--- src/rtl/prog_cntr_stack_if.sv ---
// rtl/prog_cntr_stack_if.sv - request/status bundle between the fetch controller and the program counter
interface prog_cntr_stack_if #(
    parameter int WIDTH = 8,
    parameter int DEPTH = 4
);
    localparam int LW = $clog2(DEPTH + 1);

    logic             CountEn;
    logic             Load;
    logic             Branch;
    logic             Call;
    logic             Ret;
    logic [WIDTH-1:0] A;
    logic [WIDTH-1:0] Offset;
    logic [WIDTH-1:0] Y;
    logic [LW-1:0]    Level;
    logic             Full;
    logic             Empty;
    logic             Err;

    modport master (
        output CountEn, Load, Branch, Call, Ret, A, Offset,
        input  Y, Level, Full, Empty, Err
    );

    modport slave (
        input  CountEn, Load, Branch, Call, Ret, A, Offset,
        output Y, Level, Full, Empty, Err
    );
endinterface

--- src/rtl/prog_cntr_stack.sv ---
// rtl/prog_cntr_stack.sv - program counter with integrated return-address stack
module prog_cntr_stack #(
    parameter int WIDTH     = 8,
    parameter int DEPTH     = 4,
    parameter int STEP      = 1,
    parameter int RESET_VAL = 0
) (
    input  logic             Clk,
    input  logic             Reset,
    prog_cntr_stack_if.slave bus
);
    localparam int LW = $clog2(DEPTH + 1);
    localparam int IW = (DEPTH > 1) ? $clog2(DEPTH) : 1;

    logic [WIDTH-1:0] y_q, y_d;
    logic [LW-1:0]    level_q, level_d;
    logic             full_q, full_d;
    logic             empty_q, empty_d;
    logic             err_q, err_d;
    logic [WIDTH-1:0] stack_q [DEPTH];
    logic [WIDTH-1:0] stack_d [DEPTH];
    logic [LW-1:0]    level_m1;

    // Pick the single winning request by fixed priority and compute next state
    always_comb begin
        y_d      = y_q;
        level_d  = level_q;
        err_d    = err_q;
        stack_d  = stack_q;
        level_m1 = level_q - LW'(1);

        if (bus.Load) begin
            y_d = bus.A;
        end else if (bus.Call) begin
            if (full_q) begin
                err_d = 1'b1;
            end else begin
                stack_d[level_q[IW-1:0]] = y_q + WIDTH'(STEP);
                level_d = level_q + LW'(1);
                y_d     = bus.A;
            end
        end else if (bus.Ret) begin
            if (empty_q) begin
                err_d = 1'b1;
            end else begin
                y_d     = stack_q[level_m1[IW-1:0]];
                level_d = level_m1;
            end
        end else if (bus.Branch) begin
            // Two's-complement add wraps naturally in both directions
            y_d = y_q + bus.Offset;
        end else if (bus.CountEn) begin
            y_d = y_q + WIDTH'(STEP);
        end

        full_d  = (level_d == LW'(DEPTH));
        empty_d = (level_d == '0);
    end

    // State registers; stack contents are left alone on reset since Level invalidates them
    always_ff @(posedge Clk) begin
        if (Reset) begin
            y_q     <= WIDTH'(RESET_VAL);
            level_q <= '0;
            full_q  <= 1'b0;
            empty_q <= 1'b1;
            err_q   <= 1'b0;
        end else begin
            y_q     <= y_d;
            level_q <= level_d;
            full_q  <= full_d;
            empty_q <= empty_d;
            err_q   <= err_d;
        end
        stack_q <= stack_d;
    end

    assign bus.Y     = y_q;
    assign bus.Level = level_q;
    assign bus.Full  = full_q;
    assign bus.Empty = empty_q;
    assign bus.Err   = err_q;
endmodule

--- src/flat_wrapper.sv ---
// flat-port wrapper written by rule: the top's interface ports become plain ports
module prog_cntr_stack_flat 
#(
    parameter int WIDTH     = 8,
    parameter int DEPTH     = 4,
    parameter int STEP      = 1,
    parameter int RESET_VAL = 0
)
  (Clk, Reset, bus_CountEn, bus_Load, bus_Branch, bus_Call, bus_Ret, bus_A, bus_Offset, bus_Y, bus_Level, bus_Full, bus_Empty, bus_Err);
  prog_cntr_stack_if #(.WIDTH(WIDTH), .DEPTH(DEPTH)) bus_i ();
  input  logic Clk;
  input  logic Reset;
  input wire logic [$bits(bus_i.CountEn)-1:0] bus_CountEn;
  input wire logic [$bits(bus_i.Load)-1:0] bus_Load;
  input wire logic [$bits(bus_i.Branch)-1:0] bus_Branch;
  input wire logic [$bits(bus_i.Call)-1:0] bus_Call;
  input wire logic [$bits(bus_i.Ret)-1:0] bus_Ret;
  input wire logic [$bits(bus_i.A)-1:0] bus_A;
  input wire logic [$bits(bus_i.Offset)-1:0] bus_Offset;
  output wire logic [$bits(bus_i.Y)-1:0] bus_Y;
  output wire logic [$bits(bus_i.Level)-1:0] bus_Level;
  output wire logic [$bits(bus_i.Full)-1:0] bus_Full;
  output wire logic [$bits(bus_i.Empty)-1:0] bus_Empty;
  output wire logic [$bits(bus_i.Err)-1:0] bus_Err;
  assign bus_i.CountEn = bus_CountEn;
  assign bus_i.Load = bus_Load;
  assign bus_i.Branch = bus_Branch;
  assign bus_i.Call = bus_Call;
  assign bus_i.Ret = bus_Ret;
  assign bus_i.A = bus_A;
  assign bus_i.Offset = bus_Offset;
  assign bus_Y = bus_i.Y;
  assign bus_Level = bus_i.Level;
  assign bus_Full = bus_i.Full;
  assign bus_Empty = bus_i.Empty;
  assign bus_Err = bus_i.Err;
  prog_cntr_stack #(.WIDTH(WIDTH), .DEPTH(DEPTH), .STEP(STEP), .RESET_VAL(RESET_VAL)) u_core (.Clk(Clk), .Reset(Reset), .bus(bus_i));
endmodule
--- config.mk ---
export PLATFORM = sky130hd
export DESIGN_NAME = prog_cntr_stack_flat
export DESIGN_NICKNAME = d
export VERILOG_FILES = /design/src/rtl/prog_cntr_stack_if.sv /design/src/rtl/prog_cntr_stack.sv /design/src/flat_wrapper.sv
export SDC_FILE = /design/constraint.sdc
export NUM_CORES = 1
export LEC_CHECK = 0
export ABC_CLOCK_PERIOD_IN_PS = 4400
export CELL_PAD_IN_SITES_DETAIL_PLACEMENT = 0
export CELL_PAD_IN_SITES_GLOBAL_PLACEMENT = 1
export CORE_MARGIN = 2
export CORE_UTILIZATION = 47
export CTS_CLUSTER_SIZE = 40
export DETAILED_ROUTE_END_ITERATION = 10
export GPL_ROUTABILITY_DRIVEN = 0
export HOLD_SLACK_MARGIN = 0.05
export PLACE_DENSITY_LB_ADDON = 0.2
export SETUP_SLACK_MARGIN = 0.05
export SYNTH_ARGS = -nofsm -noshare
export SYNTH_HDL_FRONTEND = slang
export SYNTH_SLANG_ARGS = --single-unit
--- constraint.sdc ---
create_clock -name Clk -period 4.4 [get_ports Clk]
set_input_delay 0.44 -clock Clk [delete_from_list [all_inputs] [get_ports Clk]]
set_output_delay 0.44 -clock Clk [all_outputs]
set_load 0.05 [all_outputs]
==> key figures <==
Floorplanning
  • Starting Density: 0.496
  • Cell row count: 26
  • I/O pin total: 37
  • Die ar.: 6070 µm²
  • Core region area: approximately 5200 µm²
  • Chip width: approximately 80 µm
  • Chip height: 77.9 µm

Critical path
  • Cell family with most CP delay: flip-flops
  • Largest stage delay on the critical path: about 0.75 ns
  • CP Capture Type: flip-flop
  • Critical path class: flip-flop to flip-flop
  • Type of origin of the critical path: flip-flop
  • Crit path buffers/inverters: 1
  • CP arrival: roughly 2.7 ns
  • Crit-path max FO: 12
  • Worst path cell trace: inv_1, ha_1, mux4_2, a221oi_1, o21bai_1, a311oi_1
  • Worst path required time: about 4.6 ns
  • Critical path's slowest cell: dfxtp_1

Synth
  • Netlist cell types: between 50 and 60
  • Synth warn: 0
  • Post-synth top flop: edfxtp_1
  • Most common cell in the netlist: edfxtp_1
  • Mapped Area: between 2000 and 3000 µm²
  • Largest cells by area after synthesis: edfxtp_1, dfxtp_1, mux4_2
  • Most frequent cells after synthesis: edfxtp_1, a21oi_1, dfxtp_1, nor2_1
  • Number of flops mapped to enable cells by yosys: 32
  • Cells after Synth: between 200 and 250
  • Share of the synthesized area in the top cell type: 0.374
  • Largest area contributor in the netlist: edfxtp_1
  • Seq/Total Area, Yosys: 0.484
  • Async SR Flop Fraction: 0
  • Register bit total from synthesis: 46
  • Mapped Nets: 260
  • Synthesized area per cell: roughly 12 µm²

STA
  • Fin. max-slew vios: 0
  • Setup TNS: 0 ns
  • Relative slew margins: 0.558
  • Crit path time final: between 2 and 3 ns
  • Max Clk Rate: slightly below 0.4 GHz
  • Crit share post-route: 0.582
  • RSZ-0062 raised after global routing: no
  • Clock skew: about 0.007 ns
  • Final setup viols: 0
  • Fin. Hold Viols: 0
  • Worst Tran Pin Value: roughly 0.66 ns

Global routing
  • Global-route wire length before repair: about 8700 µm
  • Pin count of the biggest net entering global routing: 18
  • Initial antenna violation count: 0
  • Grt ovf: 0
  • Gr usage total: 0.187
  • Vias in the first global route: between 1,500 and 2,000

Route
  • DR iter-0 viols: between 70 and 80
  • Via count: about 1,800
  • TritonRoute pass-1 iters: 4
  • Routed Antenna Nets: 0
  • Via density per instance: between 5 and 6
  • Routed wire length per instance: about 17 µm
  • Drt total wl: ~5400 µm
  • # DRC: 0

Finish
  • Fin nets: 292
  • ANT cells: 0
  • Area Overhead vs Synth: 18.8%
  • Share of layout cells above drive strength 1: 0.0898
  • Final core occ: 0.589

Clock tree
  • Root Driver: clkbuf_8
  • CTS tree: yes
  • Num CTS Buffers: 5
  • CTS Sinks: between 40 and 50
  • Resized Gates After CTS: 0
  • Later-pin clock latency in the skew report: around 0.3 ns
  • Setup bufs post-CTS: 0
  • Worst-case clock buffer depth: 2
  • H-tree lvl count: 2
  • Clock slew at reported path FFs: ~0.090 ns
  • CTS Hold Buffers Added: 0

Place
  • Input/output buffers: 36
  • Dpl hpwl: 4080 µm

Status
  • Status: complete, no violations

Pwr
  • Pleak: between 1 and 1.5 nW
  • Peak VDD IR: between 200 and 300 µV
  • PD cells: 342 nW/µm²

Min path
  • Worst Hold Class: flip-flop to flip-flop

Run
  • Max_cap viols: 0
==> metrics by stage <==
step / setup WS [ns] / instance area [µm²] / hold slack (ns) / instances / total power (W)
after floorplan: 1.76 / 2570 / 0.612 / 223 / 0.000704
after global placement: 1.77 / 2950 / 0.454 / 318 / 0.000785
after detailed placement: 1.75 / 2950 / 0.462 / 318 / 0.000787
after CTS: 1.80 / 3050 / 0.483 / 326 / 0.00106
after global routing: 1.62 / 3050 / 0.526 / 326 / 0.00110
final: 1.84 / 3050 / 0.477 / 326 / 0.00104
==> registers in the layout, indices dropped and copies added (netlist names) <==
signal            flops
u_core.bus.Empty      1
u_core.stack_q       32
u_core.bus.Full       1
u_core.bus.Y          8
u_core.bus.Level      3
u_core.bus.Err        1
==> layer usage <==
| metal | routed length, µm | track usage |
|---|---|---|
| met5 | 0 | 0 |
| met4 | 78 | 0.0561 |
| met3 | 152 | 0.0244 |
| met2 | 2620 | 0.315 |
| met1 | 2570 | 0.254 |
==> cells by family (layout without fill, tap and decap cells) <==
group                      count (synthesis)  after routing  synth area share
xor gates and xnor gates                  10             10            0.0341
adders and majority gates                 14             14            0.0712
AOI/OAI and AO/OA                         62             62             0.168
DFF                                       46             46             0.484
muxes                                     11             11            0.0819
and+or+nand+nor                           57             57             0.119
buffers and inverters                     23             56            0.0419
==> path summary, 6_finish.rpt <==
path,start,end,slack [ns],depth (start not counted)
worst max-delay path,u_core.bus.Level[0],u_core.bus.Y[4],1.84,6
worst min-delay path,u_core.bus.Err,u_core.bus.Err,0.48,2
worst max register to register,u_core.bus.Level[0],u_core.bus.Y[4],1.84,6
worst min register to register,u_core.bus.Err,u_core.bus.Err,0.48,2
==> placed cells by master, fill, tap and decap left out, types with 4 or more instances in the layout <==
cell type and instances:
edfxtp_1 32, clkbuf_8 5, nand2_1 13, nand3_1 4, xor2_1 4, ha_1 13
o211ai_1 5, xnor2_1 6, a21oi_1 18, o21ai_0 8, inv_1 12, clkdlybuf4s50_1 36
and2_1 4, mux4_2 8, nor2_1 14, dfxtp_1 14
==> worst register-to-register path: stages (launching register included) <==
cell and delay (ns):
dfxtp_1 0.75, inv_1 0.23, ha_1 0.59, mux4_2 0.36, a221oi_1 0.25, o21bai_1 0.15, a311oi_1 0.10
==> layout make-up <==
cell class | count | area [µm²]
Sequential cell | 46 | 1240
Fill cell | 452 | 2120
Tap cell | 70 | 87.6
Clock inverter | 3 | 27.5
Timing Repair Buffer | 36 | 360
Multi-Input combinational cell | 154 | 1220
Inverter | 12 | 45.0
Clock buffer | 5 | 68.8
==> report_power, final <==
group | leakage, nW | total, W | internal, W | switching [W]
Sequential | 0.410 | 0.000514 | 0.000490 | 0.0000238
Clock | 0.0467 | 0.000268 | 0.000118 | 0.000150
Combinational | 0.623 | 0.000262 | 0.000112 | 0.000150
Power figures use the tool's default switching activity.
